File: config.mk
export PLATFORM = sky130hd
export DESIGN_NAME = stage_in_fifo
export DESIGN_NICKNAME = d
export VERILOG_FILES = /design/src/rtl/stage_in_fifo.sv
export SDC_FILE = /design/constraint.sdc
export NUM_CORES = 1
export LEC_CHECK = 0
export CAP_MARGIN = 20
export CORE_MARGIN = 3
export CORE_UTILIZATION = 50
export DETAILED_ROUTE_END_ITERATION = 16
export PLACE_DENSITY = 0.82
export SLEW_MARGIN = 10
export SYNTH_ARGS = -nofsm -noshare
export SYNTH_HDL_FRONTEND = slang
export SYNTH_SLANG_ARGS = --single-unit
File: constraint.sdc
create_clock -name clk -period 3.9 [get_ports clk]
set_clock_uncertainty 0.15 [all_clocks]
set_input_delay 0.39 -clock clk [delete_from_list [all_inputs] [get_ports clk]]
set_output_delay 0.39 -clock clk [all_outputs]
set_load 0.01 [all_outputs]
File: src/rtl/stage_in_fifo.sv
// Purpose: show-ahead elastic input buffer in front of the registered data stage,
//          with occupancy and a clearable high-water mark for bring-up diagnostics.
// Latency: a word accepted at edge N is on out_data_o/out_valid_o right after edge N.
// Backpressure: in_ready_o drops only when full; it is not relaxed by a same-cycle pop.
//
// Ports:
//   clk, rst                 clock (rising edge) and async active-high reset
//   in_valid_i/in_ready_o    producer handshake, in_data_i is the offered word
//   out_valid_o/out_ready_i  consumer handshake, out_data_o is the oldest word (zero when empty)
//   level_o                  stored word count, 0..DEPTH
//   hwm_o/hwm_clr_i          high-water mark and its synchronous clear
module stage_in_fifo #(
   parameter int unsigned WIDTH = 8,
   parameter int unsigned DEPTH = 4
) (
   input  logic                       clk,
   input  logic                       rst,
   input  logic                       in_valid_i,
   output logic                       in_ready_o,
   input  logic [WIDTH-1:0]           in_data_i,
   output logic                       out_valid_o,
   input  logic                       out_ready_i,
   output logic [WIDTH-1:0]           out_data_o,
   output logic [$clog2(DEPTH):0]     level_o,
   output logic [$clog2(DEPTH):0]     hwm_o,
   input  logic                       hwm_clr_i
);

   localparam int unsigned AW = $clog2(DEPTH);
   localparam int unsigned LW = AW + 1;
   localparam logic [LW-1:0] FULL_LVL = LW'(DEPTH);

   logic [WIDTH-1:0] mem_q [DEPTH];
   logic [AW-1:0]    wr_ptr_q, wr_ptr_d;
   logic [AW-1:0]    rd_ptr_q, rd_ptr_d;
   logic [LW-1:0]    level_q, level_d;
   logic [LW-1:0]    hwm_q, hwm_d;
   logic             push, pop;

   // Handshake status comes from the registered level only, so neither ready
   // nor valid has a combinational path from the opposite side.
   assign in_ready_o  = (level_q != FULL_LVL);
   assign out_valid_o = (level_q != '0);
   assign push        = in_valid_i & in_ready_o;
   assign pop         = out_valid_o & out_ready_i;

   assign out_data_o  = out_valid_o ? mem_q[rd_ptr_q] : '0;
   assign level_o     = level_q;
   assign hwm_o       = hwm_q;

   always_comb begin
      wr_ptr_d = wr_ptr_q;
      rd_ptr_d = rd_ptr_q;
      level_d  = level_q;
      // DEPTH is a power of two, so the pointers wrap by plain overflow.
      if (push) wr_ptr_d = wr_ptr_q + 1'b1;
      if (pop)  rd_ptr_d = rd_ptr_q + 1'b1;
      case ({push, pop})
         2'b10:   level_d = level_q + 1'b1;
         2'b01:   level_d = level_q - 1'b1;
         default: level_d = level_q;
      endcase
   end

   // Clear takes priority and restarts tracking from the fill being entered.
   always_comb begin
      hwm_d = hwm_q;
      if (hwm_clr_i)
         hwm_d = level_d;
      else if (level_d > hwm_q)
         hwm_d = level_d;
   end

   always_ff @(posedge clk or posedge rst) begin
      if (rst) begin
         wr_ptr_q <= '0;
         rd_ptr_q <= '0;
         level_q  <= '0;
         hwm_q    <= '0;
      end else begin
         wr_ptr_q <= wr_ptr_d;
         rd_ptr_q <= rd_ptr_d;
         level_q  <= level_d;
         hwm_q    <= hwm_d;
      end
   end

   // Storage is deliberately left out of reset; stale entries are unreachable
   // because out_data_o is masked whenever the level is zero.
   always_ff @(posedge clk) begin
      if (push) mem_q[wr_ptr_q] <= in_data_i;
   end

endmodule

==> metrics <==
setup bufs post-CTS 0; Post-synth EDFFs 32; synth top area cells edfxtp_1, dfrtp_1, mux4_2, ha_1, and2_1; register area 0.00121 mm^2; Core Region 0.00342 mm^2; count of final setup violators 0; initial antenna violation count 0; GRT met2 Usage 28.5%; most frequent CP cell ha_1; post-synthesis simple-gate area fraction 6.56%; post-synthesis sequential area ratio 66.9%; # port buffers 28; # Max-Cap Violations 0; clock slew at reported path FFs 0.12 ns; main combinational cell family by area after synthesis multiplexers; diode count 0; largest net degree at the start of global routing 13; endpoint type of the worst setup path flip-flop; HP Class input pin to async pin; mux cell area share after synthesis 13.1%; Area growth, synth to finish 21.1%; vias in the first global route 1085; Placer Congestion 0.715; CTS tree yes; multi-input logic area 548 um^2; Tmin final 3.62 ns; effective utilization at floorplan 53.0%; Hold Vio Cnt, Final 0; GR Util All Layers 16.5%; # rows 21; synthesized area 0.00181 mm^2; WHS 0.166 ns; antenna viol nets, final 0; TritonCTS Buffers 5; later-pin clock latency in the skew report 0.34 ns; Yosys cell types 23; nature of the critical path startpoint flip-flop; placed insts 176; HPWL Detailed 2330 um; # fillers 260; I/O pins 29; LEAKAGE 0.000822 uW; initial DRC count 65; via count 961; Top Usage Layer GRT met2; # H-tree levels 2; Critical-path top delay cell dfrtp_1; cell taking the most area after synthesis edfxtp_1; synth cell count leaders edfxtp_1, dfrtp_1, and2_1; Post-Synth XOR/XNOR Area 2.90%; vias per inst 5.22; synth warn 0; first-pass GRT wire length 5070 um; Max VDD drop 0.000391 V; Yosys top cell area share 53.0%; most common cell in the netlist edfxtp_1; met1 Usage GRT 18.9%; measured slew at the worst slew-check pin 0.594 ns; non-filler cells, final 184; Die Wd 66.2 um; Die ar. 0.00438 mm^2; critical path data arrival time 3.70 ns; power density over the cells 808 mW/mm^2; Most used DFF post-synth edfxtp_1; fmax 277 MHz; Critical Path RT 3.98 ns; met3 Use GR 3.91%; Clock Path Buffers 2; DIE HEIGHT 66.2 um; max_slew headroom 60.4%; final cycle utilization of the critical path 92.7%; Layout Nets 159; setup TNS 0 ns; syn avg cell area 17.4 um^2; clock root cell clkbuf_4; Crit Path Class flip-flop to flip-flop; status completed; largest fanout on the critical path 5; Pwr Total 1770 uW; CP peak stage delay 0.45 ns; final slew viol count 0; Cell Chain, Critical Path or3_1 > and2_4 > ha_1 > fa_1 > xnor2_1 > nor2_1 > xor2_1 > ha_1 > nand3_1 > o21ai_0 > o21bai_1 > mux2_2; Post-synth ARST share 23.8%; share of cells above drive strength 1 16.7%; RSZ-0062 raised after global routing no; Yosys reg bits 42; Synth Area in Compound Gates 1.10%; post-cts sizing count 0; Pre-antenna DRT Iters 4; DRC 0; grt total ovfl 0; Post-Synth Adder-Cell Area 6.63%; clk sinks 42; hold buffer count at CTS 0; Post-Route WL 3140 um; post-detailed-route wirelength per cell 17.1 um; Syn Inst Count 104; Synth Net Count 126
[per-layer routing]
layer  wire [um]  up-vias
met5           0        -
met4          51        0
met3         143        8
met2        1720       28
met1        1220      480
li1            -      445
[layout by cell type (no fill, tap or decap)]
cell | Yosys | layout
and3_1 | 4 | 4
ha_1 | 8 | 8
fa_1 | 1 | 1
nand2_1 | 1 | 1
clkbuf_1 | 1 | 1
o21bai_1 | 1 | 1
a211oi_1 | 1 | 1
clkdlybuf4s50_1 | 0 | 28
clkbuf_8 | 0 | 1
xor2_1 | 2 | 2
and2_4 | 1 | 1
inv_1 | 8 | 8
or3_1 | 1 | 1
mux4_2 | 8 | 8
clkinv_2 | 0 | 1
and2_1 | 9 | 9
nor2_1 | 2 | 2
xnor2_1 | 4 | 4
dfrtp_1 | 10 | 10
mux2_2 | 5 | 5
nand3_1 | 1 | 1
o21ai_0 | 1 | 1
buf_4 | 1 | 1
nand2_2 | 1 | 1
edfxtp_1 | 32 | 32
clkbuf_4 | 0 | 5
[power breakdown]
part / switching (uW) / total, uW / internal, uW
Combinational: 347 / 831 / 483
Sequential: 108 / 724 / 615
Clock: 132 / 219 / 87.5
Total: 587 / 1770 / 1190
[flip-flops by register name (all words and copies together) (netlist names)]
register and flops:
rd_ptr_q 2, mem_q 32, wr_ptr_q 2, level_o 3, hwm_o 3
[worst paths after layout]
| path | depth (start not counted) | slack, ns | start | end |
|---|---|---|---|---|
| max | 12 | 0.28 | level_o[1]$_DFF_PP0_ | hwm_o[0]$_DFFE_PP0P_ |
| min | 2 | 0.17 | rst | hwm_o[1]$_DFFE_PP0P_ |
| max reg2reg | 12 | 0.28 | level_o[1]$_DFF_PP0_ | hwm_o[0]$_DFFE_PP0P_ |
| min reg2reg | 1 | 0.40 | hwm_o[1]$_DFFE_PP0P_ | hwm_o[1]$_DFFE_PP0P_ |
| max in group asynchronous | 2 | 3.15 | rst | rd_ptr_q[0]$_DFFE_PP0P_ |
| min in group clk | 1 | 0.40 | hwm_o[1]$_DFFE_PP0P_ | hwm_o[1]$_DFFE_PP0P_ |
[cells by family after synthesis]
| group | count (synthesis) |
|---|---|
| and+or+nand+nor | 20 |
| DFF | 42 |
| buffers and inverters | 11 |
| AOI/OAI and AO/OA | 3 |
| adders and majority gates | 9 |
| muxes | 13 |
| xor gates and xnor gates | 6 |
[layout make-up]
cell class                      count  area share [%]
Clock buffer                        7            2.51
Clock inverter                      1           0.228
Inverter                            8            1.37
Multi-Input combinational cell     51            25.0
Sequential cell                    42            55.2
Tap cell                           46            2.62
Timing Repair Buffer               29            13.1
[worst max-delay path, delay by kind of cell, from the launching register on]
kind                     cells  cell delay (ns)
adder cells (fa/ha/maj)      3             0.91
AND/OR/NAND/NOR              4             0.83
flip-flops                   1             0.45
XOR/XNOR                     2             0.42
multiplexers                 1             0.38
AO/OA/AOI/OAI                2             0.35
[through the flow]
step | util, % | setup slack, ns | cell area [um^2]
2_1_floorplan | - | 0.505 | 1810
3_3_place_gp | 62.5 | 0.406 | 2130
3_5_place_dp | 62.5 | 0.204 | 2130
4_1_cts | 64.2 | 0.275 | 2190
5_1_grt | 64.2 | 0.0522 | 2190
6_report | 64.2 | 0.284 | 2190
(Power assumes the default switching activity.)
